==> config.mk <==
export PLATFORM = sky130hd
export DESIGN_NAME = mem_burst_master
export DESIGN_NICKNAME = d
export VERILOG_FILES = /design/src/rtl/mem_burst_master.sv
export SDC_FILE = /design/constraint.sdc
export NUM_CORES = 1
export LEC_CHECK = 0
export CORE_UTILIZATION = 45
export DETAILED_ROUTE_END_ITERATION = 7
export GPL_ROUTABILITY_DRIVEN = 0
export MAX_ROUTING_LAYER = met4
export PLACE_DENSITY = 0.75
export SYNTH_ARGS = -nofsm -noshare
export SYNTH_HDL_FRONTEND = slang
export SYNTH_SLANG_ARGS = --single-unit
==> constraint.sdc <==
create_clock -name clk -period 2.7 [get_ports clk]
set_clock_uncertainty 0.1 [all_clocks]
set_input_delay 0.27 -clock clk [delete_from_list [all_inputs] [get_ports clk]]
set_output_delay 0.27 -clock clk [all_outputs]
set_load 0.005 [all_outputs]
==> src/rtl/mem_burst_master.sv <==
// ---------------------------------------------------------------------------
// mem_burst_master
//
// Burst master for a simple single-port synchronous memory. A command
// (write/read, start address, beat count minus one) is accepted in IDLE.
// Write bursts take beats from the wr_* stream and drive one registered
// memory write per beat. Read bursts issue registered read addresses. At
// most two reads are outstanding or buffered at once. Returning data is
// captured into a 2-entry buffer and streamed out on rd_*.
//
// Memory timing assumed:
//   - write: memory samples addr/data_in on the edge ending a cycle with we=1
//   - read : data_out is valid in the cycle after addr holds the address
//
// Ports
//   clk        in   single clock, rising edge
//   rst        in   synchronous active-high reset
//   cmd_valid  in   command offered
//   cmd_ready  out  command accepted when cmd_valid & cmd_ready (IDLE only)
//   cmd_write  in   1 = write burst, 0 = read burst
//   cmd_addr   in   burst start address
//   cmd_len    in   beats minus one (0..255)
//   wr_data    in   write beat data
//   wr_valid   in   write beat offered
//   wr_ready   out  write beat accepted on wr_valid & wr_ready
//   rd_data    out  read beat data (stable while stalled)
//   rd_valid   out  read beat available
//   rd_ready   in   read beat consumed on rd_valid & rd_ready
//   we         out  memory write enable (registered)
//   addr       out  memory address (registered)
//   data_in    out  memory write data (registered)
//   data_out   in   memory read data
//   busy       out  high from the cycle after acceptance through done
//   done       out  one-cycle pulse at burst completion
// ---------------------------------------------------------------------------
module mem_burst_master #(
  parameter int ADDR_W = 8,
  parameter int DATA_W = 8
) (
  input  logic              clk,
  input  logic              rst,
  input  logic              cmd_valid,
  output logic              cmd_ready,
  input  logic              cmd_write,
  input  logic [ADDR_W-1:0] cmd_addr,
  input  logic [7:0]        cmd_len,
  input  logic [DATA_W-1:0] wr_data,
  input  logic              wr_valid,
  output logic              wr_ready,
  output logic [DATA_W-1:0] rd_data,
  output logic              rd_valid,
  input  logic              rd_ready,
  output logic              we,
  output logic [ADDR_W-1:0] addr,
  output logic [DATA_W-1:0] data_in,
  input  logic [DATA_W-1:0] data_out,
  output logic              busy,
  output logic              done
);

  localparam logic [1:0] ST_IDLE  = 2'd0;
  localparam logic [1:0] ST_WRITE = 2'd1;
  localparam logic [1:0] ST_READ  = 2'd2;
  localparam logic [1:0] ST_DRAIN = 2'd3;

  // Control state
  logic [1:0]        state_q,    state_d;
  logic [ADDR_W-1:0] cur_addr_q, cur_addr_d;  // next address to issue
  logic [7:0]        cnt_q,      cnt_d;       // beats left to issue, minus one
  logic              wr_last_q,  wr_last_d;   // last write beat taken, in its we cycle

  // Memory-side registers
  logic              we_q,      we_d;
  logic [ADDR_W-1:0] addr_q,    addr_d;
  logic [DATA_W-1:0] data_in_q, data_in_d;

  // Read pipeline: pend1 = address on the bus this cycle,
  // pend2 = its data is on data_out this cycle.
  logic              pend1_q, pend1_d;
  logic              pend2_q, pend2_d;

  // 2-entry read return buffer
  logic [DATA_W-1:0] rbuf_mem_q [2];
  logic              rbuf_wr_ptr_q, rbuf_wr_ptr_d;
  logic              rbuf_rd_ptr_q, rbuf_rd_ptr_d;
  logic [1:0]        rbuf_cnt_q,    rbuf_cnt_d;

  logic       cmd_fire;
  logic       wr_fire;
  logic       rd_fire;
  logic       rbuf_push;
  logic [1:0] in_flight;
  logic       issue;
  logic       done_wr;
  logic       done_rd;

  assign cmd_ready = (state_q == ST_IDLE);
  // Once the last beat is taken the state stays WRITE for its we/done cycle,
  // so wr_ready must drop there to avoid taking a beat past the burst.
  assign wr_ready  = (state_q == ST_WRITE) && !wr_last_q;
  assign rd_valid  = (rbuf_cnt_q != 2'd0);
  assign rd_data   = rbuf_mem_q[rbuf_rd_ptr_q];

  assign cmd_fire  = cmd_valid && cmd_ready;
  assign wr_fire   = wr_valid && wr_ready;
  assign rd_fire   = rd_valid && rd_ready;
  assign rbuf_push = pend2_q;

  // Reads in the pipeline plus beats already buffered never exceed the
  // buffer depth, so a returning beat always has a free slot.
  assign in_flight = rbuf_cnt_q + {1'b0, pend1_q} + {1'b0, pend2_q};
  assign issue     = (state_q == ST_READ) && (in_flight < 2'd2);

  assign done_wr = (state_q == ST_WRITE) && wr_last_q;
  assign done_rd = (state_q == ST_DRAIN) && rd_fire && (rbuf_cnt_q == 2'd1)
                   && !pend1_q && !pend2_q;

  assign done    = done_wr || done_rd;
  assign busy    = (state_q != ST_IDLE);
  assign we      = we_q;
  assign addr    = addr_q;
  assign data_in = data_in_q;

  // NOTE: every output of this block gets a default first, so no path leaves
  // a variable unassigned and no latch is inferred.
  always_comb begin
    state_d       = state_q;
    cur_addr_d    = cur_addr_q;
    cnt_d         = cnt_q;
    wr_last_d     = wr_last_q;
    we_d          = 1'b0;
    addr_d        = addr_q;
    data_in_d     = data_in_q;
    pend1_d       = 1'b0;
    pend2_d       = pend1_q;
    rbuf_wr_ptr_d = rbuf_wr_ptr_q ^ rbuf_push;
    rbuf_rd_ptr_d = rbuf_rd_ptr_q ^ rd_fire;
    rbuf_cnt_d    = rbuf_cnt_q + {1'b0, rbuf_push} - {1'b0, rd_fire};

    unique case (state_q)
      ST_IDLE: begin
        if (cmd_fire) begin
          cur_addr_d = cmd_addr;
          cnt_d      = cmd_len;
          wr_last_d  = 1'b0;
          state_d    = cmd_write ? ST_WRITE : ST_READ;
        end
      end

      ST_WRITE: begin
        if (wr_last_q) begin
          // This is the last beat's we cycle; leave at its end.
          wr_last_d = 1'b0;
          state_d   = ST_IDLE;
        end else if (wr_fire) begin
          we_d       = 1'b1;
          addr_d     = cur_addr_q;
          data_in_d  = wr_data;
          cur_addr_d = cur_addr_q + 1'b1;
          if (cnt_q == 8'd0) begin
            wr_last_d = 1'b1;
          end else begin
            cnt_d = cnt_q - 8'd1;
          end
        end
      end

      ST_READ: begin
        if (issue) begin
          addr_d     = cur_addr_q;
          pend1_d    = 1'b1;
          cur_addr_d = cur_addr_q + 1'b1;
          if (cnt_q == 8'd0) begin
            state_d = ST_DRAIN;
          end else begin
            cnt_d = cnt_q - 8'd1;
          end
        end
      end

      ST_DRAIN: begin
        if (done_rd) begin
          state_d = ST_IDLE;
        end
      end

      default: state_d = ST_IDLE;
    endcase
  end

  // NOTE: sequential state uses non-blocking assignments so every register
  // samples pre-edge values, independent of statement order.
  always_ff @(posedge clk) begin
    if (rst) begin
      state_q       <= ST_IDLE;
      cur_addr_q    <= '0;
      cnt_q         <= '0;
      wr_last_q     <= 1'b0;
      we_q          <= 1'b0;
      addr_q        <= '0;
      data_in_q     <= '0;
      pend1_q       <= 1'b0;
      pend2_q       <= 1'b0;
      rbuf_wr_ptr_q <= 1'b0;
      rbuf_rd_ptr_q <= 1'b0;
      rbuf_cnt_q    <= 2'd0;
    end else begin
      state_q       <= state_d;
      cur_addr_q    <= cur_addr_d;
      cnt_q         <= cnt_d;
      wr_last_q     <= wr_last_d;
      we_q          <= we_d;
      addr_q        <= addr_d;
      data_in_q     <= data_in_d;
      pend1_q       <= pend1_d;
      pend2_q       <= pend2_d;
      rbuf_wr_ptr_q <= rbuf_wr_ptr_d;
      rbuf_rd_ptr_q <= rbuf_rd_ptr_d;
      rbuf_cnt_q    <= rbuf_cnt_d;
    end
  end

  // NOTE: buffer storage is not reset; rd_valid comes from the reset
  // occupancy count, so stale contents are never presented.
  always_ff @(posedge clk) begin
    if (rbuf_push) begin
      rbuf_mem_q[rbuf_wr_ptr_q] <= data_out;
    end
  end

endmodule
==> out/results.md <==
| Metric | Value | Unit |
| --- | --- | --- |
| Buffering stage count on the worst path with inverters included | 1 | - |
| Busiest metal layer after global routing | met2 | - |
| Class of the most critical hold timing path | reg -> reg | - |
| Number of top-level pins | 68 | - |
| Critical path fanouts, max | 14 | - |
| Cell chosen for the clock root | clkbuf_8 | - |
| Overall die area | 0.00642 | mm² |
| Relative max-transition margin | 67.6 | % |
| Yosys warning count | 0 | - |
| Synth-to-Final Area Change | 35.2 | % |
| Crit-path max cell delay | 0.44 | ns |
| Setup Fix Bufs, Post-CTS | 0 | - |
| Setup slack after placement | 0.323 | ns |
| Number of synthesized flops with an enable pin | 16 | - |
| Number of distinct standard cells referenced by the synthesized netlist | 41 | - |
| Slew @ Worst Pin | 0.482 | ns |
| Setup-failing EPs final | 0 | - |
| Final instance count without filler cells | 440 | - |
| Gate count of the mapped netlist | 290 | - |
| Post-cts resize count | 0 | - |
| Synth Area per Inst | 9.47 | µm² |
| Unrepaired setup endpoints after global routing | false | - |
| Number of routed nets with antenna violations | 0 | - |
| Share of final-layout standard cells stronger than drive strength 1 | 11.5 | % |
| Cell types with the largest area share after synthesis | dfxtp_1 31%, edfxtp_1 17%, ha_1 5.9% | - |
| Worst-path clk slew | 0.07 | ns |
| Clock sink count | 58 | - |
| Standard cell with the maximum stage delay on the critical path | or3_1 | - |
| DRC Markers | 0 | - |
| Part of the Yosys area used for sequential elements | 48.1 | % |
| Routing usage on met3 | 4.09 | % |
| Most used flip-flop cell after synthesis | dfxtp_1 | - |
| Core Region | 0.00592 | mm² |
| Crit path kind | reg -> reg | - |
| Estimated wirelength of the detail-placed design | 4.32 | mm |
| Most repeated cell in the gate-level netlist after synthesis | dfxtp_1 | - |
| Vias per cell | 5.29 | - |
| Worst Reg-to-Reg Cells | 7 | - |
| Number of cells on the worst hold path | 2 | - |
| Number of global-route vias before repair | 2182 | - |
| Async set-or-reset flop fraction in the synthesized netlist | 0 | % |
| FF+latch count, synth | 58 | - |
| Overall power after layout | 4.04 | mW |
| Antenna violations before repair | 0 | - |
| Num rows | 28 | - |
| Aggregate global-route resource usage | 20.6 | % |
| Area share of the largest cell type after synthesis | 30.6 | % |
| Max-slew violation count | 0 | - |
| Cell count after placement | 424 | - |
| Met1 Use GR | 24.6 | % |
| Critical path depth in cells | 7 | - |
| Aggregate negative setup slack | 0 | ns |
| Critical-path cell list | inv_1, ha_1, nor2b_1, a211oi_2, nand3_2, or3_1, a21oi_1 | - |
| Number of I/O port buffers | 67 | - |
| Critical Path AT | 2.54 | ns |
| Cell class contributing the biggest share of worst-path delay | simple AND/OR/NAND/NOR gates | - |
| Average wire per standard cell | 13.7 | µm |
| Clock tree buffer depth | 2 | - |
| Critical path required time | 2.87 | ns |
| Outcome | finished clean | - |
| CTS H-tree depth | 3 | - |
| Count of antenna diodes in the layout | 0 | - |
| Critical Path Sink Type | flip-flop | - |
| Clock latency on the worst-skew pair | 0.33 | ns |
| List of most frequent post-synthesis cells | 42 x dfxtp_1, 32 x nand2_1, 30 x a21oi_1 | - |
| Drt total wl | 6.04 | mm |
| Starting utilization of the core area | 46.4 | % |
| Kind of start point of the critical path | flip-flop | - |
| Remaining global-route overflow | 0 | - |
| Count of endpoints failing hold in the final timing report | 0 | - |
| DIE WIDTH | 80.1 | µm |
| Post-placement cell area | 0.00350 | mm² |
| Final net count | 411 | - |
| # hold bufs at CTS | 0 | - |
| CTS tree | done | - |
| Number of detailed-routing iterations run before antenna repair | 4 | - |
| Iteration-0 DRC Markers | 102 | - |
| Via count of the routed design | 2327 | - |
| Largest area contributor in the synthesized netlist | dfxtp_1 | - |
| Post-synthesis cell area | 0.00275 | mm² |
| Met2 GRT Util | 33.4 | % |
| Max cap viols | 0 | - |
| Maximum clock frequency | 0.423 | GHz |
| P per Cell Area | 1090 | mW/mm² |
| Period utilisation layout | 87.6 | % |
| Final critical path time including I/O delays and setup | 2.37 | ns |
| Number of buffers created by CTS | 9 | - |
| Global-route wire length before repair | 9.81 | mm |
| Final cell area excluding filler cells | 0.00371 | mm² |
| Maximum number of pins on one net before global-route repair | 21 | - |
| Setup slack of the critical path after layout | 0.335 | ns |
| Vertical die dimension | 80.1 | µm |
| Static leakage | 1.39 | nW |
| Worst supply voltage drop on vdd | 0.580 | mV |
| Post-Synthesis Net Count | 341 | - |
## cells in the final DEF (no fill, tap or decap), types with 3 or more instances in the layout
cell             Yosys  final
clkbuf_8             0     10
a211oi_1             4      4
buf_4                0      8
xnor2_1              3      3
nor2_1              27     27
nor2b_1              6      6
nor3_1               6      6
inv_1               13     13
clkdlybuf4s50_1      0     67
clkinv_1             1      3
mux2i_1              9      9
nand3_1             12     12
nand2b_1             6      6
o21ai_0              5      5
a21oi_1             30     30
edfxtp_1            16     16
nor4_1               3      3
dfxtp_1             42     42
ha_1                13     13
mux2_2              10     10
xor2_1               3      3
or3_1                4      4
o32ai_1              9      9
nand2_1             32     32
or2_2                3      3
## where the power goes
part | internal [mW] | leakage (nW) | switching (mW) | total [mW]
Sequential | 1.09 | 0.487 | 0.188 | 1.28
Clock | 0.537 | 0.107 | 0.346 | 0.882
Combinational | 0.916 | 0.797 | 0.969 | 1.88
Total | 2.54 | 1.39 | 1.50 | 4.04
## cell families after synthesis
group           Yosys count  share of synthesized area, %
mux                      19                          7.38
simple gates            104                          17.9
flops                    58                          48.1
buf+inv                  30                          4.64
xor+xnor                  6                          1.91
compound gates           60                          14.2
fa+ha+maj                13                          5.92
## path summary, 6_finish.rpt
check | slack (ns) | end | startpoint
setup / recovery | 0.33 | cnt_q[0] | state_q[0]
hold / removal | 0.35 | data_in[5] | data_in[5]
setup reg to reg | 0.33 | cnt_q[0] | state_q[0]
hold reg to reg | 0.35 | data_in[5] | data_in[5]
## worst min-delay path, stage by stage (launching register included)
cell and delay (ns):
dfxtp_1 0.31, nand2_1 0.05, a21oi_1 0.05
## layer usage
metal  share of wire (%)  vias to the layer above
met2                  48                       59
met1                  46                     1101
met4                 1.3                        0
li1                    -                     1160
met3                 4.7                        7
met5                   0                        -
## sequential cells by signal, summed over array words and instances (netlist names)
name,count
pend2_q,1
cur_addr_q,8
cnt_q,8
addr,8
wr_last_q,1
pend1_q,1
state_q,2
rbuf_rd_ptr_q,1
rbuf_cnt_q,2
rbuf_mem_q,16
data_in,8
we,1
rbuf_wr_ptr_q,1
## layout make-up
| cell class | count | area [µm²] |
|---|---|---|
| clock buffer | 10 | 138 |
| inverter | 14 | 52.6 |
| clock inverter | 6 | 80.1 |
| tap | 75 | 93.8 |
| multi-input combinational | 202 | 1300 |
| fill | 529 | 2210 |
| sequential | 58 | 1320 |
| timing repair buffer | 75 | 731 |
## per-stage QoR
| step | utilization [%] | hold slack (ns) |
|---|---|---|
| 5_1_grt | 62.7 | 0.377 |
| 2_1_floorplan | - | 0.269 |
| 3_3_place_gp | 59.1 | 0.342 |
| 4_1_cts | 62.7 | 0.355 |
| 6_report | 62.7 | 0.354 |
| 3_5_place_dp | 59.1 | 0.346 |
Power figures use the tool's default switching activity.
